[src/rtl/amt_recovery_sequencer_pkg.sv]
// Shared sizing defaults and FSM state encoding for the AMT recovery sequencer.
package amt_recovery_sequencer_pkg;

    localparam int SIZE_RMT       = 32;
    localparam int SIZE_RMT_LOG   = 5;
    localparam int AMT_WALK_WIDTH = 4;
    localparam int AMT_DRAIN_MAX  = 7;

    typedef logic [1:0] rec_state_t;

    localparam logic [1:0] ST_IDLE  = 2'd0;
    localparam logic [1:0] ST_DRAIN = 2'd1;
    localparam logic [1:0] ST_WALK  = 2'd2;
    localparam logic [1:0] ST_DONE  = 2'd3;

endpackage

[src/rtl/amt_recovery_sequencer.sv]
// Stalls commit, drains in-flight AMT writes, then walks the AMT into the RMT under a ready handshake.
// Optional macro AMT_RECOVER_PERF_EN adds the recoverCycles_o busy-cycle counter.
module amt_recovery_sequencer
    import amt_recovery_sequencer_pkg::*;
#(
    parameter int NUM_LOG_REGS = SIZE_RMT,
    parameter int LOG_REG_W    = SIZE_RMT_LOG,
    parameter int WALK_WIDTH   = AMT_WALK_WIDTH,
    parameter int DRAIN_MAX    = AMT_DRAIN_MAX
) (
    input  logic                 clk,
    input  logic                 reset,
    input  logic                 recoverReq_i,
    input  logic                 commitBusy_i,
    input  logic                 rmtReady_i,
    output logic                 commitStall_o,
    output logic                 recoverValid_o,
    output logic [LOG_REG_W-1:0] amtBase_o,
    output logic                 recoverLast_o,
    output logic                 recoverDone_o,
    output logic                 recoverBusy_o
`ifdef AMT_RECOVER_PERF_EN
    ,
    output logic [15:0]          recoverCycles_o
`endif
);

    localparam logic [LOG_REG_W-1:0] WALK_STEP  = LOG_REG_W'(WALK_WIDTH);
    localparam logic [LOG_REG_W-1:0] LAST_BASE  = LOG_REG_W'(NUM_LOG_REGS - WALK_WIDTH);
    localparam logic [2:0]           DRAIN_LAST = 3'(DRAIN_MAX - 1);

    if ((NUM_LOG_REGS % WALK_WIDTH) != 0) begin : g_chk_walk
        $error("NUM_LOG_REGS must be a multiple of WALK_WIDTH");
    end
    if ((2 ** LOG_REG_W) != NUM_LOG_REGS) begin : g_chk_log
        $error("LOG_REG_W must equal log2(NUM_LOG_REGS)");
    end
    if ((DRAIN_MAX < 1) || (DRAIN_MAX > 7)) begin : g_chk_drain
        $error("DRAIN_MAX must fit in 3 bits and be nonzero");
    end

    rec_state_t     state;
    rec_state_t     state_nxt;
    logic [2:0]     drain_cnt;
    logic           beat_accept;
    logic           drain_timeout;

    assign commitStall_o  = (state != ST_IDLE);
    assign recoverBusy_o  = (state != ST_IDLE);
    assign recoverValid_o = (state == ST_WALK);
    assign recoverDone_o  = (state == ST_DONE);
    assign recoverLast_o  = (state == ST_WALK) && (amtBase_o == LAST_BASE);
    assign beat_accept    = recoverValid_o & rmtReady_i;

    // High on the cycle DRAIN gives up waiting: a commit write is still in flight and will be lost.
    assign drain_timeout  = (state == ST_DRAIN) && commitBusy_i && (drain_cnt == DRAIN_LAST);

    always_comb begin
        state_nxt = state;
        case (state)
            ST_IDLE:  if (recoverReq_i) state_nxt = ST_DRAIN;
            ST_DRAIN: if (!commitBusy_i || drain_timeout) state_nxt = ST_WALK;
            ST_WALK:  if (beat_accept && recoverLast_o) state_nxt = ST_DONE;
            ST_DONE:  state_nxt = ST_IDLE;
            default:  state_nxt = ST_IDLE;
        endcase
    end

    always_ff @(posedge clk or posedge reset) begin
        if (reset) begin
            state     <= ST_IDLE;
            drain_cnt <= '0;
        end else begin
            state     <= state_nxt;
            drain_cnt <= (state == ST_DRAIN) ? drain_cnt + 3'd1 : 3'd0;
        end
    end

    // Base wraps to zero naturally after the last beat since the table size is a power of two.
    always_ff @(posedge clk or posedge reset) begin
        if (reset) begin
            amtBase_o <= '0;
        end else if (beat_accept) begin
            amtBase_o <= amtBase_o + WALK_STEP;
        end
    end

`ifdef AMT_RECOVER_PERF_EN
    always_ff @(posedge clk or posedge reset) begin
        if (reset) begin
            recoverCycles_o <= '0;
        end else if (recoverBusy_o && (recoverCycles_o != 16'hFFFF)) begin
            recoverCycles_o <= recoverCycles_o + 16'd1;
        end
    end
`endif

endmodule

[config.mk]
export PLATFORM = sky130hd
export DESIGN_NAME = amt_recovery_sequencer
export DESIGN_NICKNAME = d
export VERILOG_FILES = /design/src/rtl/amt_recovery_sequencer_pkg.sv /design/src/rtl/amt_recovery_sequencer.sv
export SDC_FILE = /design/constraint.sdc
export NUM_CORES = 1
export LEC_CHECK = 0
export CORE_AREA = 2 2 39 41
export DETAILED_ROUTE_END_ITERATION = 7
export DIE_AREA = 0 0 41 43
export PLACE_DENSITY = 0.64
export SLEW_MARGIN = 0
export SYNTH_ARGS = -nofsm -noshare
export SYNTH_HDL_FRONTEND = slang
export SYNTH_SLANG_ARGS = --single-unit
[constraint.sdc]
create_clock -name clk -period 3.05 [get_ports clk]
set_clock_uncertainty 0.1 [all_clocks]
set_input_delay 0.61 -clock clk [delete_from_list [all_inputs] [get_ports clk]]
set_output_delay 0.61 -clock clk [all_outputs]
set_load 0.005 [all_outputs]
* Word-level counts from Yosys, hierarchy flattened *
Cells that the tools add are included.

operators by class
  add/subtract/negate cells = 2
  equality and inequality tests = 8
  muxes and demuxes = 5
  bitwise logic cells = 1
  reduce and logical (&&, ||, !) cells = 9

operators with widths
  operator                                                               count
  2-bit one-hot mux with 4 select lines                                  1
  2-bit two-way mux                                                      3
  5-bit by 3-bit adder with 5-bit output, second input constant          1
  5-bit equality test, second input constant                             1
  2-bit equality test, second input constant                             2
  1-bit logical AND                                                      4
  2-bit != test, second input constant                                   2
  3-bit by 1-bit adder with 3-bit output, second input constant          1
  3-bit equality test, second input constant                             1
  3-bit two-way mux                                                      1
  3-bit AND reduction                                                    1
  2-bit by 1-bit equality test with 1-bit output, second input constant  1
  2-bit logical NOT                                                      1
  2-bit by 1-bit != test with 1-bit output, second input constant        1
  2-bit nonzero test                                                     1
  1-bit bitwise AND                                                      1
  1-bit logical NOT                                                      1
  1-bit logical OR                                                       1

word-level totals
  bits in registers = 10
  word-level logic and storage cells = 28

* Longest topological paths before layout *
  word-level depth = 6
  mapped depth = 5
  depth with buffers taken out = 5

* Worst setup path after synthesis *
Ideal clock, no wire load.

  path type = register -> register
  from = register state[1]
  to = register state[1]
  data arrival time = 1.459 ns
  slack = 1.364 ns
  cell stages (with the launch flop) = 6
  path buffers = 0
  path through = dfrtp_1 -> inv_1 -> ha_1 -> and2_4 -> a222oi_1 -> mux2_1

on the way
  cells in the longest elaborated chain, start to end = 6
  elaborated cells on any way between the ends = 15
  classes of those cells = eq/ne (6); mux (1); bitwise (1); reduce/logical (7)

ends and longest elaborated chain
  element                                         RTL line                                                    source
  start, declared                                 amt_recovery_sequencer.sv:42                                rec_state_t state;
  start signal, assigned                          amt_recovery_sequencer.sv:74                                state <= state_nxt;
  2-bit by 1-bit equality test with 1-bit output  amt_recovery_sequencer.sv:56, amt_recovery_sequencer.sv:60
  1-bit logical AND (2 in a row)                  amt_recovery_sequencer.sv:56                                assign drain_timeout = (state == ST_DRAIN) && commitBusy_i && (drain_cnt == DRAIN_LAST);
  1-bit logical OR                                amt_recovery_sequencer.sv:62                                ST_DRAIN: if (!commitBusy_i || drain_timeout) state_nxt = ST_WALK;
  2-bit != test (no line)                         --
  3-bit AND reduction (no line)                   --

Several ways; a longest one is shown, not always the timed one.
A chain may end at the register's enable or synchronous reset.

* Worst setup path after layout *
  from = register state[0]
  to = output port recoverLast_o

on the way
  cells in the longest elaborated chain, start to end = 2

ends and longest elaborated chain
  element              RTL line                      source
  2-bit equality test  amt_recovery_sequencer.sv:52  assign recoverLast_o = (state == ST_WALK) && (amtBase_o == LAST_BASE);
  1-bit logical AND    amt_recovery_sequencer.sv:52
  end, declared        amt_recovery_sequencer.sv:19  output logic recoverLast_o,

No other way between the ends.

==> summary.md <==
| Metric | Value |
|---|---|
| Crit-path max FO | `4` |
| Post-synthesis cell type count | `17` |
| FFs w/ async S/R, synth | `100%` |
| N_diodes | `0` |
| Die width | `41 um` |
| Number of buffers created by CTS | `3` |
| Most frequent cell after synthesis | `ha_1` |
| Status | `complete, no violations` |
| Port buffer count | `12` |
| Initial antenna violation count | `0` |
| EDFF count, synth | `0` |
| DP Cell Count | `70` |
| Post-synth top area cell | `dfrtp_1` |
| Largest stage delay, worst path | `0.49 ns` |
| HP Class | `reg -> reg` |
| TritonCTS clock tree | `built` |
| Arr. time, crit path | `1.64 ns` |
| Pre-CTS setup slack | `0.917 ns` |
| Worst-path cell chain | `inv_1, ha_1, and2_1, clkdlybuf4s50_1` |
| ANT nets after route | `0` |
| Primary FF master, synth | `dfrtp_1` |
| Starting density of the core | `36.3%` |
| LEAKAGE | `0.325 nW` |
| Die Ht | `between 40 and 50 um` |
| Yosys reg bits | `8` |
| CP Data Required Time | `between 2 and 2.5 ns` |
| Post-DR vias/cell | `4.45` |
| Post-CTS Setup Bufs | `0` |
| Gpl congestion | `0.636` |
| # hold bufs at CTS | `0` |
| Post-CTS resize count | `0` |
| Endpoints failing setup | `0` |
| Via Count | `325` |
| Synthesized area per cell | `11.4 sq um` |
| NumNets Final | `74` |
| Num rows | `14` |
| Post-Route WL | `between 700 and 800 um` |
| GRT Util Overall | `between 10% and 20%` |
| Pre-Repair DR Iteration Count | `5` |
| Post-synth top cells | `10 x ha_1, 8 x dfrtp_1, 6 x inv_1, 3 x buf_4` |
| Final slew viol count | `0` |
| CP max stage cell | `clkdlybuf4s50_1` |
| Core footprint | `roughly 1400 sq um` |
| Clk sinks | `8` |
| Power Density | `901 nW/um^2` |
| Area of the mapped netlist | `502 sq um` |
| H-tree depth | `1` |
| Largest net degree at the start of global routing | `9` |
| RSZ-0062 raised after global routing | `false` |
| Worst Setup Start Kind | `flip-flop` |
| Area Growth Syn to Fin | `28.7%` |
| Clock transition at path regs | `0.05 ns` |
| Avg WL per Cell | `about 10 um` |
| Violation count after the first detailed-route iteration | `14` |
| I/O pins | `15` |
| Cell count after synthesis | `44` |
| CTS root buf | `clkbuf_4` |
| Crit share post-route | `approximately three quarters` |
| Area contributors post-synth | `dfrtp_1 40%, ha_1 25%, buf_4 4.5%, inv_1 4.5%, mux2_2 4.5%` |
| Global-route wire length before repair | `~1300 um` |
| Max IR drop VDD | `0.410 mV` |
| Final TNS setup | `0 ns` |
| Max Clk Rate | `426 MHz` |
| Kind of critical path | `reg -> out` |
| Setup WS post-layout | `0.705 ns` |
| Die area | `about 1800 sq um` |
| DP HPWL | `595 um` |
| Fin cells | `73` |
| Syn. warnings | `0` |
| Clock tree buffer depth | `2` |
| Grt ovf | `0` |
| Seq/Total Area, Yosys | `39.9%` |
| Final worst path period need | `2.35 ns` |
| Top-area cell type share of the netlist area | `39.9%` |
| Max cap viols | `0` |
| Ratio of cells with drive above 1 in the final layout | `12.3%` |
| Worst-skew pair later-pin latency | `0.25 ns` |
| Final Hold Viols | `0` |
| Residual DRC | `0` |
| Setup crit end kind | `output port` |
| WHS | `0.362 ns` |
| Number of global-route vias before repair | `~310` |
registers in the layout, summed over array words and instances (netlist names):
signal / count
amtBase_o: 3
drain_cnt: 3
state: 2
report_power, final:
| group | total [mW] | internal [mW] | switching (mW) |
|---|---|---|---|
| sequential | 0.194 | 0.154 | 0.0402 |
| clock | 0.0775 | 0.0448 | 0.0327 |
| combinational | 0.310 | 0.192 | 0.119 |
| total | 0.582 | 0.390 | 0.191 |
through the flow:
step                utilization, %  power (mW)  area [sq um]
CTS                           46.7       0.594           646
finish                        46.7       0.582           646
floorplan                        -       0.379           505
global route                  46.7       0.645           646
global placement              45.0       0.507           623
detailed placement            45.0       0.513           623
worst paths after layout:
| kind | slack [ns] | to | cells after the start | from |
|---|---|---|---|---|
| hold reg to reg | 0.36 | drain_cnt[0] | 1 | drain_cnt[0] |
| setup / recovery | 0.70 | recoverLast_o | 4 | state[0] |
| max in group asynchronous | 2.12 | state[0] | 2 | reset |
| hold / removal | 0.36 | drain_cnt[0] | 1 | drain_cnt[0] |
| min in group asynchronous | 0.50 | amtBase_o[2] | 2 | reset |
| setup reg to reg | 1.21 | state[1] | 5 | state[1] |
routing by layer:
| metal | wire length [um] | GRT usage (%) | vias to the layer above |
|---|---|---|---|
| li1 | - | - | 165 |
| met1 | 327 | 14.7 | 140 |
| met2 | 336 | 16.3 | 18 |
| met3 | 57 | 4.71 | 2 |
| met4 | 8 | 6.00 | 0 |
| met5 | 0 | 0 | - |
cells by family (layout without fill, tap and decap cells):
| group | after synthesis | count (layout) | synth area share (%) |
|---|---|---|---|
| other | 1 | 2 | 0.747 |
| xor gates and xnor gates | 2 | 2 | 3.49 |
| DFF | 8 | 8 | 39.9 |
| buffers and inverters | 9 | 21 | 8.98 |
| and+or+nand+nor | 8 | 8 | 9.23 |
| muxes | 3 | 3 | 6.73 |
| AOI/OAI and AO/OA | 3 | 3 | 5.99 |
| adders and majority gates | 10 | 10 | 24.9 |
placed cells by master, fill, tap and decap left out, drive strengths merged:
master and instances:
a222oi 1, a22o 1, and2 3, clkbuf 3, clkdlybuf4s50 12, conb 2, dfrtp 8, ha 10
inv 6, mux2 3, nand2 2, nand3 1, nor2b 2, o32a 1, xnor2 1, xor2 1
critical path: cells and delay by family, from the launching register on:
family	cells	cell delay, ns
buffers and inverters	2	0.63
adders and majority gates	1	0.22
DFF	1	0.41
and+or+nand+nor	1	0.14
area by class of cell:
| class | count | area, sq um |
|---|---|---|
| Multi-Input combinational cell | 28 | 260 |
| Inverter | 6 | 22.5 |
| Timing Repair Buffer | 12 | 120 |
| Sequential cell | 8 | 200 |
| Clock buffer | 3 | 22.5 |
| Fill cell | 144 | 738 |
| Tap cell | 16 | 20.0 |
No activity file was read; power rests on OpenSTA's default activity.
